==> src/rtl/receiver_controller_pkg.sv <==
// Shared constants and state encoding for the receive-path controller.
// Latency: n/a (declarations only).
// Backpressure: n/a.
package receiver_controller_pkg;

    // Preamble framing
    localparam int PREAMBLE_LENGTH = 8;
    localparam logic [PREAMBLE_LENGTH-1:0] PREAMBLE_PATTERN = 8'hD5;

    // Total packet length on air, of which the preamble is the leading part
    localparam int PACKET_WIDTH_OVERHEAD = 48;
    localparam int FRAME_BITS = PACKET_WIDTH_OVERHEAD - PREAMBLE_LENGTH;

    // Bit-gap limit in RECEIVE and total dwell limit in WAIT_SEND
    localparam int TIMEOUT_CYCLES = 1024;

    // Derived widths
    localparam int BIT_CNT_W = $clog2(FRAME_BITS + 1);
    localparam int TIMER_W = $clog2(TIMEOUT_CYCLES);
    localparam int FILL_W = $clog2(PREAMBLE_LENGTH + 1);

    typedef enum logic [2:0] {
        HUNT,
        RECEIVE,
        WAIT_SEND,
        HANDOFF,
        FLUSH
    } rx_state_t;

endpackage

==> src/rtl/receiver_controller_if.sv <==
// Bundles the demodulator, packet-buffer and UART handshake signals.
// Latency: n/a (wiring only).
// Backpressure: pkt_valid/pkt_ready; the bit stream itself has none.
interface receiver_controller_if;
    logic bit_valid;
    logic bit_data;
    logic buf_read;
    logic buf_data;
    logic buf_clear;
    logic buf_send;
    logic pkt_valid;
    logic pkt_ready;
    logic busy;
    logic rx_error;

    // Controller side
    modport master (
        input  bit_valid, bit_data, buf_send, pkt_ready,
        output buf_read, buf_data, buf_clear, pkt_valid, busy, rx_error
    );

    // Environment side (demodulator, buffer, UART)
    modport slave (
        output bit_valid, bit_data, buf_send, pkt_ready,
        input  buf_read, buf_data, buf_clear, pkt_valid, busy, rx_error
    );
endinterface

==> src/rtl/receiver_controller_preamble_detector.sv <==
// Sliding-window preamble matcher over the decided bit stream.
// Latency: match is combinational in the cycle of the completing bit.
// Backpressure: none; every qualified bit is consumed.
module preamble_detector
    import receiver_controller_pkg::*;
(
    input  logic clk,
    input  logic reset_n,
    input  logic bit_valid,
    input  logic bit_data,
    input  logic flush,
    output logic match
);

    logic [PREAMBLE_LENGTH-1:0] shreg;
    logic [PREAMBLE_LENGTH-1:0] shreg_nxt;
    logic [FILL_W-1:0]          fill;
    logic [FILL_W-1:0]          fill_nxt;

    // Next window and fill; match looks at the window including the current bit
    always_comb begin
        shreg_nxt = {shreg[PREAMBLE_LENGTH-2:0], bit_data};
        fill_nxt  = (fill == FILL_W'(PREAMBLE_LENGTH)) ? fill : fill + 1'b1;
        match     = bit_valid && !flush &&
                    (fill_nxt == FILL_W'(PREAMBLE_LENGTH)) &&
                    (shreg_nxt == PREAMBLE_PATTERN);
    end

    // Window and fill registers; flush restarts the hunt from an empty window
    always_ff @(posedge clk or negedge reset_n) begin
        if (!reset_n) begin
            shreg <= '0;
            fill  <= '0;
        end else if (flush) begin
            shreg <= '0;
            fill  <= '0;
        end else if (bit_valid) begin
            shreg <= shreg_nxt;
            fill  <= fill_nxt;
        end
    end

endmodule

==> src/rtl/receiver_controller.sv <==
// Hunts preamble, strobes FRAME_BITS payload bits into the buffer, hands off to UART.
// Latency: buf_read/buf_data one cycle after bit_valid; all outputs registered.
// Backpressure: pkt_valid held until pkt_ready; bits arriving meanwhile are dropped.
module receiver_controller
    import receiver_controller_pkg::*;
(
    input  logic                  clk,
    input  logic                  reset_n,
    receiver_controller_if.master rx
);

    rx_state_t            state;
    rx_state_t            state_nxt;
    logic [BIT_CNT_W-1:0] bit_cnt;
    logic [BIT_CNT_W-1:0] bit_cnt_nxt;
    logic [TIMER_W-1:0]   timer;
    logic [TIMER_W-1:0]   timer_nxt;
    logic                 abort;
    logic                 match;
    logic                 hunt_bit_valid;

    logic buf_read_q, buf_data_q, buf_clear_q, pkt_valid_q, busy_q, rx_error_q;
    logic buf_read_d, buf_data_d, buf_clear_d, pkt_valid_d, busy_d, rx_error_d;

    localparam logic [BIT_CNT_W-1:0] LAST_BIT = BIT_CNT_W'(FRAME_BITS - 1);
    localparam logic [TIMER_W-1:0]   TIMER_MAX = TIMER_W'(TIMEOUT_CYCLES - 1);

    // The detector only sees bits while hunting so payload never re-triggers it
    assign hunt_bit_valid = rx.bit_valid && (state == HUNT);

    preamble_detector u_preamble_detector (
        .clk       (clk),
        .reset_n   (reset_n),
        .bit_valid (hunt_bit_valid),
        .bit_data  (rx.bit_data),
        .flush     (state == FLUSH),
        .match     (match)
    );

    // State, bit counter and timer registers
    always_ff @(posedge clk or negedge reset_n) begin
        if (!reset_n) begin
            state   <= HUNT;
            bit_cnt <= '0;
            timer   <= '0;
        end else begin
            state   <= state_nxt;
            bit_cnt <= bit_cnt_nxt;
            timer   <= timer_nxt;
        end
    end

    // Next-state logic; timer is zeroed on every state entry so it never wraps
    always_comb begin
        state_nxt   = state;
        bit_cnt_nxt = bit_cnt;
        timer_nxt   = timer;
        abort       = 1'b0;
        case (state)
            HUNT: begin
                if (match) begin
                    state_nxt   = RECEIVE;
                    bit_cnt_nxt = '0;
                    timer_nxt   = '0;
                end
            end
            RECEIVE: begin
                // A bit arriving on the expiry cycle wins over the timeout
                if (rx.bit_valid) begin
                    bit_cnt_nxt = bit_cnt + 1'b1;
                    timer_nxt   = '0;
                    if (bit_cnt == LAST_BIT) begin
                        state_nxt = WAIT_SEND;
                    end
                end else if (timer == TIMER_MAX) begin
                    state_nxt = FLUSH;
                    timer_nxt = '0;
                    abort     = 1'b1;
                end else begin
                    timer_nxt = timer + 1'b1;
                end
            end
            WAIT_SEND: begin
                if (rx.buf_send) begin
                    state_nxt = HANDOFF;
                    timer_nxt = '0;
                end else if (timer == TIMER_MAX) begin
                    state_nxt = FLUSH;
                    timer_nxt = '0;
                    abort     = 1'b1;
                end else begin
                    timer_nxt = timer + 1'b1;
                end
            end
            HANDOFF: begin
                // UART may stall indefinitely; no timeout here
                if (pkt_valid_q && rx.pkt_ready) begin
                    state_nxt = FLUSH;
                    timer_nxt = '0;
                end
            end
            FLUSH: begin
                state_nxt   = HUNT;
                bit_cnt_nxt = '0;
                timer_nxt   = '0;
            end
            default: begin
                state_nxt   = HUNT;
                bit_cnt_nxt = '0;
                timer_nxt   = '0;
            end
        endcase
    end

    // Output decode from the upcoming state so registered outputs track state
    always_comb begin
        buf_read_d  = rx.bit_valid && (state == RECEIVE);
        buf_data_d  = buf_read_d ? rx.bit_data : 1'b0;
        buf_clear_d = (state_nxt == HUNT) || (state_nxt == FLUSH);
        pkt_valid_d = (state_nxt == HANDOFF);
        busy_d      = (state_nxt != HUNT);
        rx_error_d  = abort;
    end

    // Output registers; reset leaves the buffer held clear
    always_ff @(posedge clk or negedge reset_n) begin
        if (!reset_n) begin
            buf_read_q  <= 1'b0;
            buf_data_q  <= 1'b0;
            buf_clear_q <= 1'b1;
            pkt_valid_q <= 1'b0;
            busy_q      <= 1'b0;
            rx_error_q  <= 1'b0;
        end else begin
            buf_read_q  <= buf_read_d;
            buf_data_q  <= buf_data_d;
            buf_clear_q <= buf_clear_d;
            pkt_valid_q <= pkt_valid_d;
            busy_q      <= busy_d;
            rx_error_q  <= rx_error_d;
        end
    end

    assign rx.buf_read  = buf_read_q;
    assign rx.buf_data  = buf_data_q;
    assign rx.buf_clear = buf_clear_q;
    assign rx.pkt_valid = pkt_valid_q;
    assign rx.busy      = busy_q;
    assign rx.rx_error  = rx_error_q;

endmodule

==> src/flat_wrapper.sv <==
// flat-port wrapper written by rule: the top's interface ports become plain ports
module receiver_controller_flat import receiver_controller_pkg::*;
  (clk, reset_n, rx_bit_valid, rx_bit_data, rx_buf_send, rx_pkt_ready, rx_buf_read, rx_buf_data, rx_buf_clear, rx_pkt_valid, rx_busy, rx_rx_error);
  receiver_controller_if rx_i ();
  input  logic clk;
  input  logic reset_n;
  input wire logic [$bits(rx_i.bit_valid)-1:0] rx_bit_valid;
  input wire logic [$bits(rx_i.bit_data)-1:0] rx_bit_data;
  input wire logic [$bits(rx_i.buf_send)-1:0] rx_buf_send;
  input wire logic [$bits(rx_i.pkt_ready)-1:0] rx_pkt_ready;
  output wire logic [$bits(rx_i.buf_read)-1:0] rx_buf_read;
  output wire logic [$bits(rx_i.buf_data)-1:0] rx_buf_data;
  output wire logic [$bits(rx_i.buf_clear)-1:0] rx_buf_clear;
  output wire logic [$bits(rx_i.pkt_valid)-1:0] rx_pkt_valid;
  output wire logic [$bits(rx_i.busy)-1:0] rx_busy;
  output wire logic [$bits(rx_i.rx_error)-1:0] rx_rx_error;
  assign rx_i.bit_valid = rx_bit_valid;
  assign rx_i.bit_data = rx_bit_data;
  assign rx_i.buf_send = rx_buf_send;
  assign rx_i.pkt_ready = rx_pkt_ready;
  assign rx_buf_read = rx_i.buf_read;
  assign rx_buf_data = rx_i.buf_data;
  assign rx_buf_clear = rx_i.buf_clear;
  assign rx_pkt_valid = rx_i.pkt_valid;
  assign rx_busy = rx_i.busy;
  assign rx_rx_error = rx_i.rx_error;
  receiver_controller u_core (.clk(clk), .reset_n(reset_n), .rx(rx_i));
endmodule
==> config.mk <==
export PLATFORM = sky130hd
export DESIGN_NAME = receiver_controller_flat
export DESIGN_NICKNAME = d
export VERILOG_FILES = /design/src/rtl/receiver_controller_pkg.sv /design/src/rtl/receiver_controller_if.sv /design/src/rtl/receiver_controller_preamble_detector.sv /design/src/rtl/receiver_controller.sv /design/src/flat_wrapper.sv
export SDC_FILE = /design/constraint.sdc
export NUM_CORES = 1
export LEC_CHECK = 0
export BUFFER_PORTS_ARGS = -buffer_cell sky130_fd_sc_hd__buf_2
export CORE_MARGIN = 2
export CORE_UTILIZATION = 50
export CTS_BUF_LIST = sky130_fd_sc_hd__clkbuf_16
export DETAILED_ROUTE_END_ITERATION = 10
export HOLD_SLACK_MARGIN = 0.06
export PLACE_DENSITY = 0.68
export SYNTH_ARGS = -nofsm -noshare
export SYNTH_HDL_FRONTEND = slang
export SYNTH_SLANG_ARGS = --single-unit
==> constraint.sdc <==
create_clock -name clk -period 3.2 [get_ports clk]
set_input_delay 0.32 -clock clk [delete_from_list [all_inputs] [get_ports clk]]
set_output_delay 0.32 -clock clk [all_outputs]
set_load 0.02 [all_outputs]
==> results.md <==
| Item | Value |
|---|---|
| Post-synthesis simple-gate area fraction | 0.252 |
| Multiplexer fraction of the synthesized cell area | 0.00517 |
| Number of setup buffers added after CTS | 0 |
| Number of standard cells after synthesis | 192 |
| Final net count | 215 |
| Final Max Slew Viols | 0 |
| Overall fraction of global-route tracks in use | 0.223 |
| Endpoint arrival time on the critical path | 2.58 ns |
| Max Buffers Root-to-Sink | 2 |
| Number of warnings reported in the yosys synthesis log | 0 |
| TritonCTS clock tree | done |
| Synth top cells by count | dfrtp_1 (35), nand3_1 (19), nand2_1 (11), a22o_1 (9), inv_1 (9) |
| Core ar. | 3690 µm² |
| Highest cell delay on the worst timing path | 0.53 ns |
| Aggregate routed wire length | 4190 µm |
| Max FO, Critical Path | 9 |
| First-iteration detailed-routing DRC count | 230 |
| Crit end category | register |
| Vias in the first global route | 1575 |
| Max-Slew Margin vs Limit | 0.442 |
| Cell class contributing the biggest share of worst-path delay | simple AND/OR/NAND/NOR gates |
| Final setup violation count | 0 |
| Final min period | 2.43 ns |
| Share of async-settable or async-resettable flops after synthesis | 1.00 |
| Die Footprint | 4390 µm² |
| HP Class | primary input to async pin |
| Fraction of the yosys area taken by sequential cells | 0.466 |
| Share of the synthesized area in the top cell type | 0.452 |
| Net switching fraction of the power | 0.375 |
| Cells along the critical path | ha_1 > nand4_1 > or3_1 > a221o_1 > or4_1 |
| Area share of fa/ha/maj cells after synthesis | 0.0259 |
| Post-route antenna net violation count | 0 |
| Worst Hold Slack | 0.126 ns |
| Pin count of the biggest net entering global routing | 37 |
| Flop and latch count out of synthesis | 36 |
| Routability congestion estimate | 0.900 |
| Largest family of logic cells by synthesized area | simple AND/OR/NAND/NOR gates |
| Mapped Nets | 202 |
| Worst Path Buf+Inv | 0 |
| Final-report hold violation count | 0 |
| Maximum vdd ir drop | 0.512 mV |
| Sequential share of power | 0.418 |
| Leading cell type by number of instances after synthesis | dfrtp_1 |
| Later-pin clock latency in the skew report | 0.27 ns |
| Synthesized-area fraction occupied by ao, oa, aoi and oai cells | 0.204 |
| Detailed Place HPWL | 3010 µm |
| Top achievable clock speed | 0.411 GHz |
| Clock transition at the register clock pins on the worst setup and hold paths after CTS | 0.05 ns |
| Average instance area after synthesis | 10.1 µm² |
| Number of search-and-repair iterations in the first detailed-routing pass | 4 |
| Cells resized by post-CTS repair | 0 |
| Maximum level of the CTS H-tree | 2 |
| Leakage power total | 0.901 nW |
| Internal portion of total power | 1.17 mW |
| Number of placed instances, taps included | 246 |
| Slew at the pin closest to its max-slew limit | 0.835 ns |
| Die X-Extent | 66.2 µm |
| Diode count | 0 |
| Cell Count, Final, Fillers Out | 254 |
| Net load switching power | 705 µW |
| Critical Path Start Type | register |
| Initial Util | 0.525 |
| Setup Total Neg Slack | 0 ns |
| Total DRC errors in the routed layout | 0 |
| Top area cells in the synthesized netlist | dfrtp_1 (45%), nand3_1 (4.9%), a22o_1 (4.1%), ha_1 (2.6%), o211ai_1 (2.3%) |
| Critical Path Slowest Stage Cell | or3_1 |
| Final worst-path cycle share | 0.760 |
| Required time of the critical path | 3.34 ns |
| Post-synthesis cell type count | 56 |
| Via count | 1596 |
| PwrDens | 865 nW/µm² |
| Setup repair after global routing missed its margin | no |
| Wire length of the first global-routing pass | 7360 µm |
| Wire per inst | 16.5 µm |
| CTS buffer count | 5 |
| Count of flip-flops with a built-in enable after synthesis | 0 |
| Status | finished clean |
| Clock tree root driver cell | clkbuf_16 |
| Number of hold buffers added after CTS | 0 |
| Critical path start-end classification | register to register |
| Netlist area before placement | 1940 µm² |
| Antenna violations before repair | 0 |
| Worst Skew | 0.00708 ns |
| Number of clock sinks | 36 |
| Biggest area consumer among synthesized cells | dfrtp_1 |
| Count of input and output buffers | 11 |
| Boundary pin count | 12 |
| Max-capacitance violation count | 0 |
| Sum of overflow across all layers after global routing | 0 |
| Top_reg_cell synth | dfrtp_1 |
| Synth-to-Final Area Change | 12.2% |
| Fraction of layout instances using a drive strength above 1 | 0.150 |
| Logic pwr share | 0.344 |
| Clock Power Share | 0.239 |
| Mean number of vias per cell | 6.28 |
| Number of core rows | 22 |
| Post-synthesis xor/xnor area fraction | 0.00905 |
| Die Height | 66.2 µm |
-- final cells by class --
class | instances | area [µm²]
Clock buffer | 5 | 125
Clock inverter | 3 | 12.5
Fill cell | 317 | 1520
Inverter | 9 | 33.8
Multi-Input combinational cell | 139 | 961
Sequential cell | 36 | 902
Tap cell | 48 | 60.1
Timing Repair Buffer | 14 | 77.6
-- cell usage in the layout (no fill, tap or decap), types with 2 or more instances in the layout --
| cell type | synthesis | final |
|---|---|---|
| a22o_1 | 9 | 9 |
| buf_4 | 0 | 3 |
| a21oi_1 | 4 | 4 |
| nand3_1 | 19 | 19 |
| nor4_1 | 2 | 2 |
| nor2_1 | 6 | 6 |
| nor4bb_1 | 3 | 3 |
| nand2_1 | 11 | 11 |
| dfrtp_1 | 35 | 35 |
| nand2b_1 | 2 | 2 |
| or2_2 | 3 | 3 |
| o211ai_1 | 6 | 6 |
| a31oi_1 | 2 | 2 |
| buf_2 | 1 | 11 |
| clkbuf_16 | 0 | 5 |
| o311ai_0 | 2 | 2 |
| nor3_1 | 3 | 3 |
| o21ai_0 | 3 | 3 |
| o22ai_1 | 5 | 5 |
| nand4_1 | 6 | 6 |
| or3_1 | 6 | 6 |
| nor3b_1 | 3 | 3 |
| inv_1 | 9 | 11 |
| ha_1 | 4 | 4 |
| and2_1 | 2 | 2 |
| o21ai_1 | 4 | 4 |
| or4bb_1 | 2 | 2 |
| o31ai_1 | 5 | 5 |
-- per-layer routing --
metal / track usage / part of all wire
met5: 0 / 0
met4: 0.0995 / 0.020
met3: 0.0630 / 0.033
met2: 0.383 / 0.52
met1: 0.256 / 0.43
-- per-stage QoR --
step | utilization | total power [mW] | setup slack [ns] | area (µm²)
6_report | 0.589 | 1.88 | 0.767 | 2170
5_1_grt | 0.589 | 2.02 | 0.642 | 2170
3_5_place_dp | 0.552 | 1.43 | 0.810 | 2030
2_1_floorplan | - | 1.24 | 0.979 | 1940
3_3_place_gp | 0.552 | 1.40 | 0.884 | 2030
4_1_cts | 0.589 | 1.89 | 0.797 | 2170
-- final timing paths --
check | start | endpoint | slack [ns] | cells after the start
max in group asynchronous | reset_n | u_core.bit_cnt[1]$_DFFE_PN0P_ | 2.58 | 1
setup / recovery | u_core.timer[0]$_DFFE_PN0P_ | u_core.rx.busy$_DFF_PN0_ | 0.77 | 5
min in group clk | rx_bit_data | u_core.rx.buf_data$_DFF_PN0_ | 0.31 | 2
hold reg to reg | u_core.u_preamble_detector.shreg[6]$_DFFE_PN0P_ | u_core.u_preamble_detector.shreg[6]$_DFFE_PN0P_ | 0.53 | 1
setup reg to reg | u_core.timer[0]$_DFFE_PN0P_ | u_core.rx.busy$_DFF_PN0_ | 0.77 | 5
hold / removal | reset_n | u_core.state[2]$_DFF_PN0_ | 0.13 | 1
-- kinds of logic after synthesis --
family                   Yosys count
AO/OA/AOI/OAI                     53
XOR/XNOR                           2
adder cells (fa/ha/maj)            4
buffers and inverters             17
flip-flops                        36
multiplexers                       1
AND/OR/NAND/NOR                   79
-- flip-flops by register name (all words and copies together), names as in the netlist --
signal	count
u_core.rx.pkt_valid	1
u_core.bit_cnt	6
u_core.rx.busy	1
u_core.rx.buf_data	1
u_core.rx.buf_clear	1
u_core.u_preamble_detector.fill	4
u_core.timer	10
u_core.u_preamble_detector.shreg	7
u_core.rx.buf_read	1
u_core.state	3
u_core.rx.rx_error	1
-- power by group through the flow --
stage / Clock (mW) / Sequential, mW / Combinational [mW]
after floorplan: 0 / 0.757 / 0.481
after global placement: 0 / 0.773 / 0.625
after detailed placement: 0 / 0.786 / 0.646
after CTS: 0.458 / 0.779 / 0.651
after global routing: 0.486 / 0.807 / 0.724
final: 0.448 / 0.784 / 0.646
Power figures use the tool's default switching activity.
